==> src/rtl/sample_request_master.sv <==
// ---------------------------------------------------------------------------
// sample_request_master
//
// Board-side initiator of the GPIO sample-request handshake that the core's
// audio loop services. Once per sample period it raises req_o and waits for
// the core to answer with gpio_valid_i plus a sample on gpio_data_i. The
// sample is captured and presented on sample_o with a one-cycle strobe. If
// the core does not answer in time, the previous sample is replayed. The
// current sample is also driven out as a PWM DAC signal on pwm_o.
//
// Ports
//   clk           in   1         system clock
//   reset         in   1         asynchronous, active-low reset
//   enable        in   1         1 = run sample ticks, 0 = force IDLE
//   req_o         out  1         request line to the core
//   gpio_valid_i  in   1         core "sample ready" strobe (asynchronous)
//   gpio_data_i   in   SAMPLE_W  sample from the core, stable while valid
//   sample_o      out  SAMPLE_W  last accepted or replayed sample
//   sample_stb_o  out  1         one-cycle pulse when sample_o updates
//   timeout_o     out  1         sticky flag for any timeout or overrun
//   missed_cnt_o  out  CNT_W     saturating count of timeouts + overruns
//   pwm_o         out  1         PWM output, duty = sample_o / 2**SAMPLE_W
// ---------------------------------------------------------------------------
module sample_request_master #(
  parameter int CLK_DIV  = 1134,
  parameter int SAMPLE_W = 8,
  parameter int TIMEOUT  = 512,
  parameter int CNT_W    = 16
) (
  input  logic                clk,
  input  logic                reset,
  input  logic                enable,
  output logic                req_o,
  input  logic                gpio_valid_i,
  input  logic [SAMPLE_W-1:0] gpio_data_i,
  output logic [SAMPLE_W-1:0] sample_o,
  output logic                sample_stb_o,
  output logic                timeout_o,
  output logic [CNT_W-1:0]    missed_cnt_o,
  output logic                pwm_o
);

  localparam int DIV_W = (CLK_DIV > 1) ? $clog2(CLK_DIV) : 1;
  localparam int WD_W  = $clog2(TIMEOUT + 1);

  localparam logic [DIV_W-1:0] DIV_LAST = DIV_W'(CLK_DIV - 1);
  localparam logic [WD_W-1:0]  WD_LAST  = WD_W'(TIMEOUT - 1);
  localparam logic [CNT_W-1:0] CNT_MAX  = {CNT_W{1'b1}};
  localparam logic [SAMPLE_W-1:0] PC_MAX = {SAMPLE_W{1'b1}};

  localparam logic [1:0] ST_IDLE    = 2'd0;
  localparam logic [1:0] ST_REQ     = 2'd1;
  localparam logic [1:0] ST_RELEASE = 2'd2;

  logic [DIV_W-1:0]    div;
  logic                tick;
  logic                vs_meta;
  logic                vs;
  logic [1:0]          state;
  logic [WD_W-1:0]     wdog;
  logic                capture;
  logic                timed_out;
  logic                overrun;
  logic                start_req;
  logic                miss_event;
  logic [SAMPLE_W-1:0] pc;
  logic [SAMPLE_W-1:0] duty;

  // Sample-period divider. Held at zero while disabled so that a
  // re-enable always waits one full period before the first request.
  always_ff @(posedge clk or negedge reset) begin
    if (!reset) begin
      div <= '0;
    end else if (!enable) begin
      div <= '0;
    end else if (div == DIV_LAST) begin
      div <= '0;
    end else begin
      div <= div + DIV_W'(1);
    end
  end

  assign tick = enable && (div == DIV_LAST);

  // Two-stage synchronizer for the core's valid strobe. The data bus is
  // not synchronized; it is only looked at once vs is high, by which time
  // the core holds it stable.
  always_ff @(posedge clk or negedge reset) begin
    if (!reset) begin
      vs_meta <= 1'b0;
      vs      <= 1'b0;
    end else begin
      vs_meta <= gpio_valid_i;
      vs      <= vs_meta;
    end
  end

  // Event decode. A valid response wins over the watchdog in the same
  // cycle. A tick outside IDLE, or in IDLE while valid is still high from
  // the previous transaction, is an overrun and the tick is dropped.
  always_comb begin
    capture   = 1'b0;
    timed_out = 1'b0;
    overrun   = 1'b0;
    start_req = 1'b0;
    if (enable) begin
      case (state)
        ST_IDLE: begin
          if (tick) begin
            if (vs) overrun = 1'b1;
            else    start_req = 1'b1;
          end
        end
        ST_REQ: begin
          if (vs)                   capture = 1'b1;
          else if (wdog == WD_LAST) timed_out = 1'b1;
          if (tick)                 overrun = 1'b1;
        end
        ST_RELEASE: begin
          if (tick) overrun = 1'b1;
        end
        default: ;
      endcase
    end
  end

  // A timeout and an overrun in the same cycle are a single miss.
  assign miss_event = timed_out | overrun;

  // Handshake FSM. Dropping enable abandons any transaction on the next
  // clock without capture, strobe or count.
  always_ff @(posedge clk or negedge reset) begin
    if (!reset) begin
      state <= ST_IDLE;
      req_o <= 1'b0;
      wdog  <= '0;
    end else if (!enable) begin
      state <= ST_IDLE;
      req_o <= 1'b0;
      wdog  <= '0;
    end else begin
      case (state)
        ST_IDLE: begin
          if (start_req) begin
            state <= ST_REQ;
            req_o <= 1'b1;
            wdog  <= '0;
          end
        end
        ST_REQ: begin
          if (capture || timed_out) begin
            state <= ST_RELEASE;
            req_o <= 1'b0;
          end else begin
            wdog <= wdog + WD_W'(1);
          end
        end
        ST_RELEASE: begin
          if (!vs) state <= ST_IDLE;
        end
        default: begin
          state <= ST_IDLE;
          req_o <= 1'b0;
        end
      endcase
    end
  end

  // Sample register. On a timeout the old value is kept but the strobe
  // still fires so downstream logic sees a (replayed) sample every period.
  always_ff @(posedge clk or negedge reset) begin
    if (!reset) begin
      sample_o     <= '0;
      sample_stb_o <= 1'b0;
    end else begin
      sample_stb_o <= capture | timed_out;
      if (capture) sample_o <= gpio_data_i;
    end
  end

  // Sticky error flag and saturating miss counter.
  always_ff @(posedge clk or negedge reset) begin
    if (!reset) begin
      timeout_o    <= 1'b0;
      missed_cnt_o <= '0;
    end else if (miss_event) begin
      timeout_o <= 1'b1;
      if (missed_cnt_o != CNT_MAX) missed_cnt_o <= missed_cnt_o + CNT_W'(1);
    end
  end

  // PWM DAC. The duty register only reloads as the counter wraps, so a
  // sample arriving mid-period takes effect from the next period and the
  // high time of each period always equals one sample value.
  always_ff @(posedge clk or negedge reset) begin
    if (!reset) begin
      pc    <= '0;
      duty  <= '0;
      pwm_o <= 1'b0;
    end else begin
      pc    <= pc + SAMPLE_W'(1);
      if (pc == PC_MAX) duty <= sample_o;
      pwm_o <= (pc < duty);
    end
  end

endmodule
==> config.mk <==
export PLATFORM = sky130hd
export DESIGN_NAME = sample_request_master
export DESIGN_NICKNAME = d
export VERILOG_FILES = /design/src/rtl/sample_request_master.sv
export SDC_FILE = /design/constraint.sdc
export NUM_CORES = 1
export LEC_CHECK = 0
export ABC_CLOCK_PERIOD_IN_PS = 2620
export CAP_MARGIN = 20
export CORE_AREA = 2 2 83 85
export DETAILED_ROUTE_END_ITERATION = 10
export DIE_AREA = 0 0 85 87
export PLACE_DENSITY = 0.74
export SLEW_MARGIN = 20
export SYNTH_ARGS = -nofsm -noshare
export SYNTH_HDL_FRONTEND = slang
export SYNTH_SLANG_ARGS = --single-unit
==> constraint.sdc <==
create_clock -name clk -period 2.62 [get_ports clk]
set_input_delay 0.524 -clock clk [delete_from_list [all_inputs] [get_ports clk]]
set_output_delay 0.524 -clock clk [all_outputs]
set_load 0.02 [all_outputs]
==> metrics.txt <==
sequential cell area in the final layout=1730 µm²; Post-Place Cells=between 400 and 500; number of buffers inserted by port buffering=39; clock slew seen by the registers of the worst setup and hold paths=0.07 ns; fill cell total of the finished layout=538; setup total negative slack=0 ns; area of the core region=between 6000 and 7000 µm²; Arrival @ worst endpoint=~2.4 ns; minimum setup slack among reg-to-reg paths=0.45 ns; clock sink count=69; total length of routed met3 wires=roughly 260 µm; DIE HEIGHT=~87 µm; site row count=30; maximum number of buffers from clock root to sink=2; cts-stage hold buffer count=0; combined buffer and inverter count along the critical path=2; post-synthesis to final-layout area growth=21.6%; critical path data required time=between 2 and 3 ns; power density over the cells=503 nW/µm²; Setup CP Type=reg2reg; number of endpoints failing setup at the final stage=0; number of setup buffers added after CTS=0; wire length of the first global-routing pass=between 10000 and 15000 µm; Post-synth EDFFs=0; final clock period utilization by the worst path=0.829; routed vias/inst=5.40; amount of wire on met2 after detailed routing=about 2900 µm; Final Hold Vio Count=0; multi-input combinational cell area=roughly 1500 µm²; maximum fanout count along the critical path=8; maximum achievable frequency=approximately 460 MHz; fraction of final layout cells with drive strength greater than 1=0.113; combined area of all synthesized cells=~3300 µm²; slew at the pin with the worst max-slew slack=around 0.69 ns; RSZ-0062 raised after global routing=no; initial core utilization=0.507; router iterations before antenna repair=4; number of flip-flops and latches in the synthesized netlist=roughly 70; number of placed I/O pins=40; clock period minus final worst setup slack=2.17 ns; worst setup skew after layout=between 0.008 and 0.009 ns; crit-path cells=inv_1 -> ha_1 -> a21oi_1 -> nor4_2 -> nor2_2 -> buf_4 -> nor2_1 -> mux2_2; static leakage=roughly 1.8 nW; estimated wirelength of the detail-placed design=4480 µm; count of routing violations after the opening detailed-route iteration=about 130; remaining number of nets flagged by the antenna check after routing=0; total routed wire length on the met1 layer=~3000 µm; overall power consumption=between 2 and 2.5 mW; share of the yosys chip area belonging to registers=0.518; post-synthesis net count=344; TritonCTS clock tree=built; Die Outline Area=7400 µm²; yosys warns=0; antenna violations before repair=0; pin count of the biggest net entering global routing=26; post-layout instance count excluding filler cells=between 400 and 500; Post-Synthesis Cells=around 320; worst min-delay path category=in2async; clock buffer count from CTS=9; Max-cap violations=0; Skew-Pair Late Insertion Delay=approximately 0.35 ns; capture point of the worst reg-to-reg path=missed_cnt_o[1]; largest vdd supply drop=approximately 0.00037 V; number of vias after detailed routing=between 2000 and 2500; gpl congestion=0.805; cell class contributing the biggest share of worst-path delay=simple AND/OR/NAND/NOR gates; standard cell area after detailed placement=3840 µm²; library cell used as clock root buffer=clkbuf_8; Post-synth top flop=dfrtp_1; Distinct cells, synth=43; number of pins exceeding their max-slew limit in the final report=0; critical register-to-register path startpoint=state[0]; DRC Markers=0; H-Tree Depth=3; net count of the finished layout=395; mean cell area of the mapped netlist=roughly 11 µm²; # diodes=0; highest routed layer=met4; vias in the first global route=between 2000 and 2500; cells on worst reg2reg path=8; Layout Cell Area excl Fill=between 4000 and 5000 µm²; mean routed wirelength per cell=between 10 and 15 µm; normalized max-slew margin=0.542; startpoint kind of the worst setup timing path=flip-flop; largest stage delay on the critical path=between 0.4 and 0.5 ns; setup slack of the critical path after layout=0.449 ns; total track usage=0.192; cell with the largest stage delay on the worst path=dfrtp_1; Setup WS pre-CTS=about 0.13 ns; post-detailed-routing wire length=between 6000 and 7000 µm; Worst setup EP type=flip-flop; Die Span X=85 µm; share of async-settable or async-resettable flops after synthesis=1.00; global route overflow=0; number of resized instances in the post-cts repair step=0; status=finished clean
## synthesized netlist by cell type, drive strengths merged, types with 4 or more instances
cell type,number,area share
nor3,8,0.012
inv,15,0.017
nand4,4,0.0094
nor4,7,0.021
xnor2,8,0.021
nand2,34,0.038
nor2,28,0.032
or3,4,0.0075
nand3,21,0.033
o31ai,6,0.014
xor2,21,0.055
nor4b,4,0.011
mux2,11,0.037
clkbuf,4,0.0045
dfrtp,69,0.52
o21ai,24,0.036
ha,16,0.060
## layout by cell type, fill, tap and decap left out, drive strengths merged, types with 2 or more instances in the layout
cell type	count
and3	2
xnor2	8
nor3b	2
nand4bb	2
nand3	21
nor4b	4
o21a	2
inv	15
or3	4
ha	16
o31ai	6
nor3	8
o21ai	24
nand2	34
nor2b	2
o211ai	2
a31oi	2
buf	9
xor2	21
clkdlybuf4s50	38
nor2	28
mux2	11
a21oi	2
nand2b	2
dfrtp	69
nand4	4
o41ai	2
nand4b	2
clkbuf	13
nor4	7
## worst max path at each step
stage	cells after the start	startpoint	end	slack [ns]
2_1_floorplan	6	wdog[0]	missed_cnt_o[12]	0.64
3_3_place_gp	6	enable	missed_cnt_o[12]	0.17
3_5_place_dp	7	enable	wdog[5]	0.13
4_1_cts	8	state[0]	missed_cnt_o[1]	0.43
5_1_grt	8	state[0]	missed_cnt_o[14]	0.19
6_report	8	state[0]	missed_cnt_o[1]	0.45
## report_power, final
part	total, mW	internal (mW)	switching [mW]
logic	0.0582	0.0229	0.0353
registers	1.08	1.07	0.00762
clock network	0.904	0.516	0.388
total	2.04	1.61	0.431
## sequential cells by signal, summed over array words and instances, names as in the netlist
register	count
wdog	10
vs	1
timeout_o	1
div	11
sample_stb_o	1
missed_cnt_o	16
req_o	1
sample_o	8
duty	8
pc	8
vs_meta	1
pwm_o	1
state	2
## per-stage QoR
| stage | hold slack (ns) | util |
|---|---|---|
| after floorplan | 0.228 | - |
| after global placement | 0.348 | 0.585 |
| after detailed placement | 0.347 | 0.585 |
| after CTS | 0.130 | 0.617 |
| after global routing | 0.145 | 0.617 |
| final | 0.123 | 0.617 |
## layout make-up
class,instances,share of cell area
Sequential cell,69,0.426
Multi-Input combinational cell,225,0.373
Timing Repair Buffer,47,0.110
Clock buffer,13,0.0417
Tap cell,80,0.0247
Inverter,15,0.0139
Clock inverter,3,0.0105
## per-layer routing
layer | vias up | global-route usage
li1 | 1210 | -
met1 | 1176 | 0.263
met2 | 44 | 0.290
met3 | 9 | 0.0531
met4 | 0 | 0.0823
met5 | - | 0
## cell families after synthesis
group,share of synthesized area
xor+xnor,0.0762
compound gates,0.0804
fa+ha+maj,0.0601
buf+inv,0.0278
simple gates,0.197
mux,0.0402
flops,0.518
No activity file was read; power rests on OpenSTA's default activity.
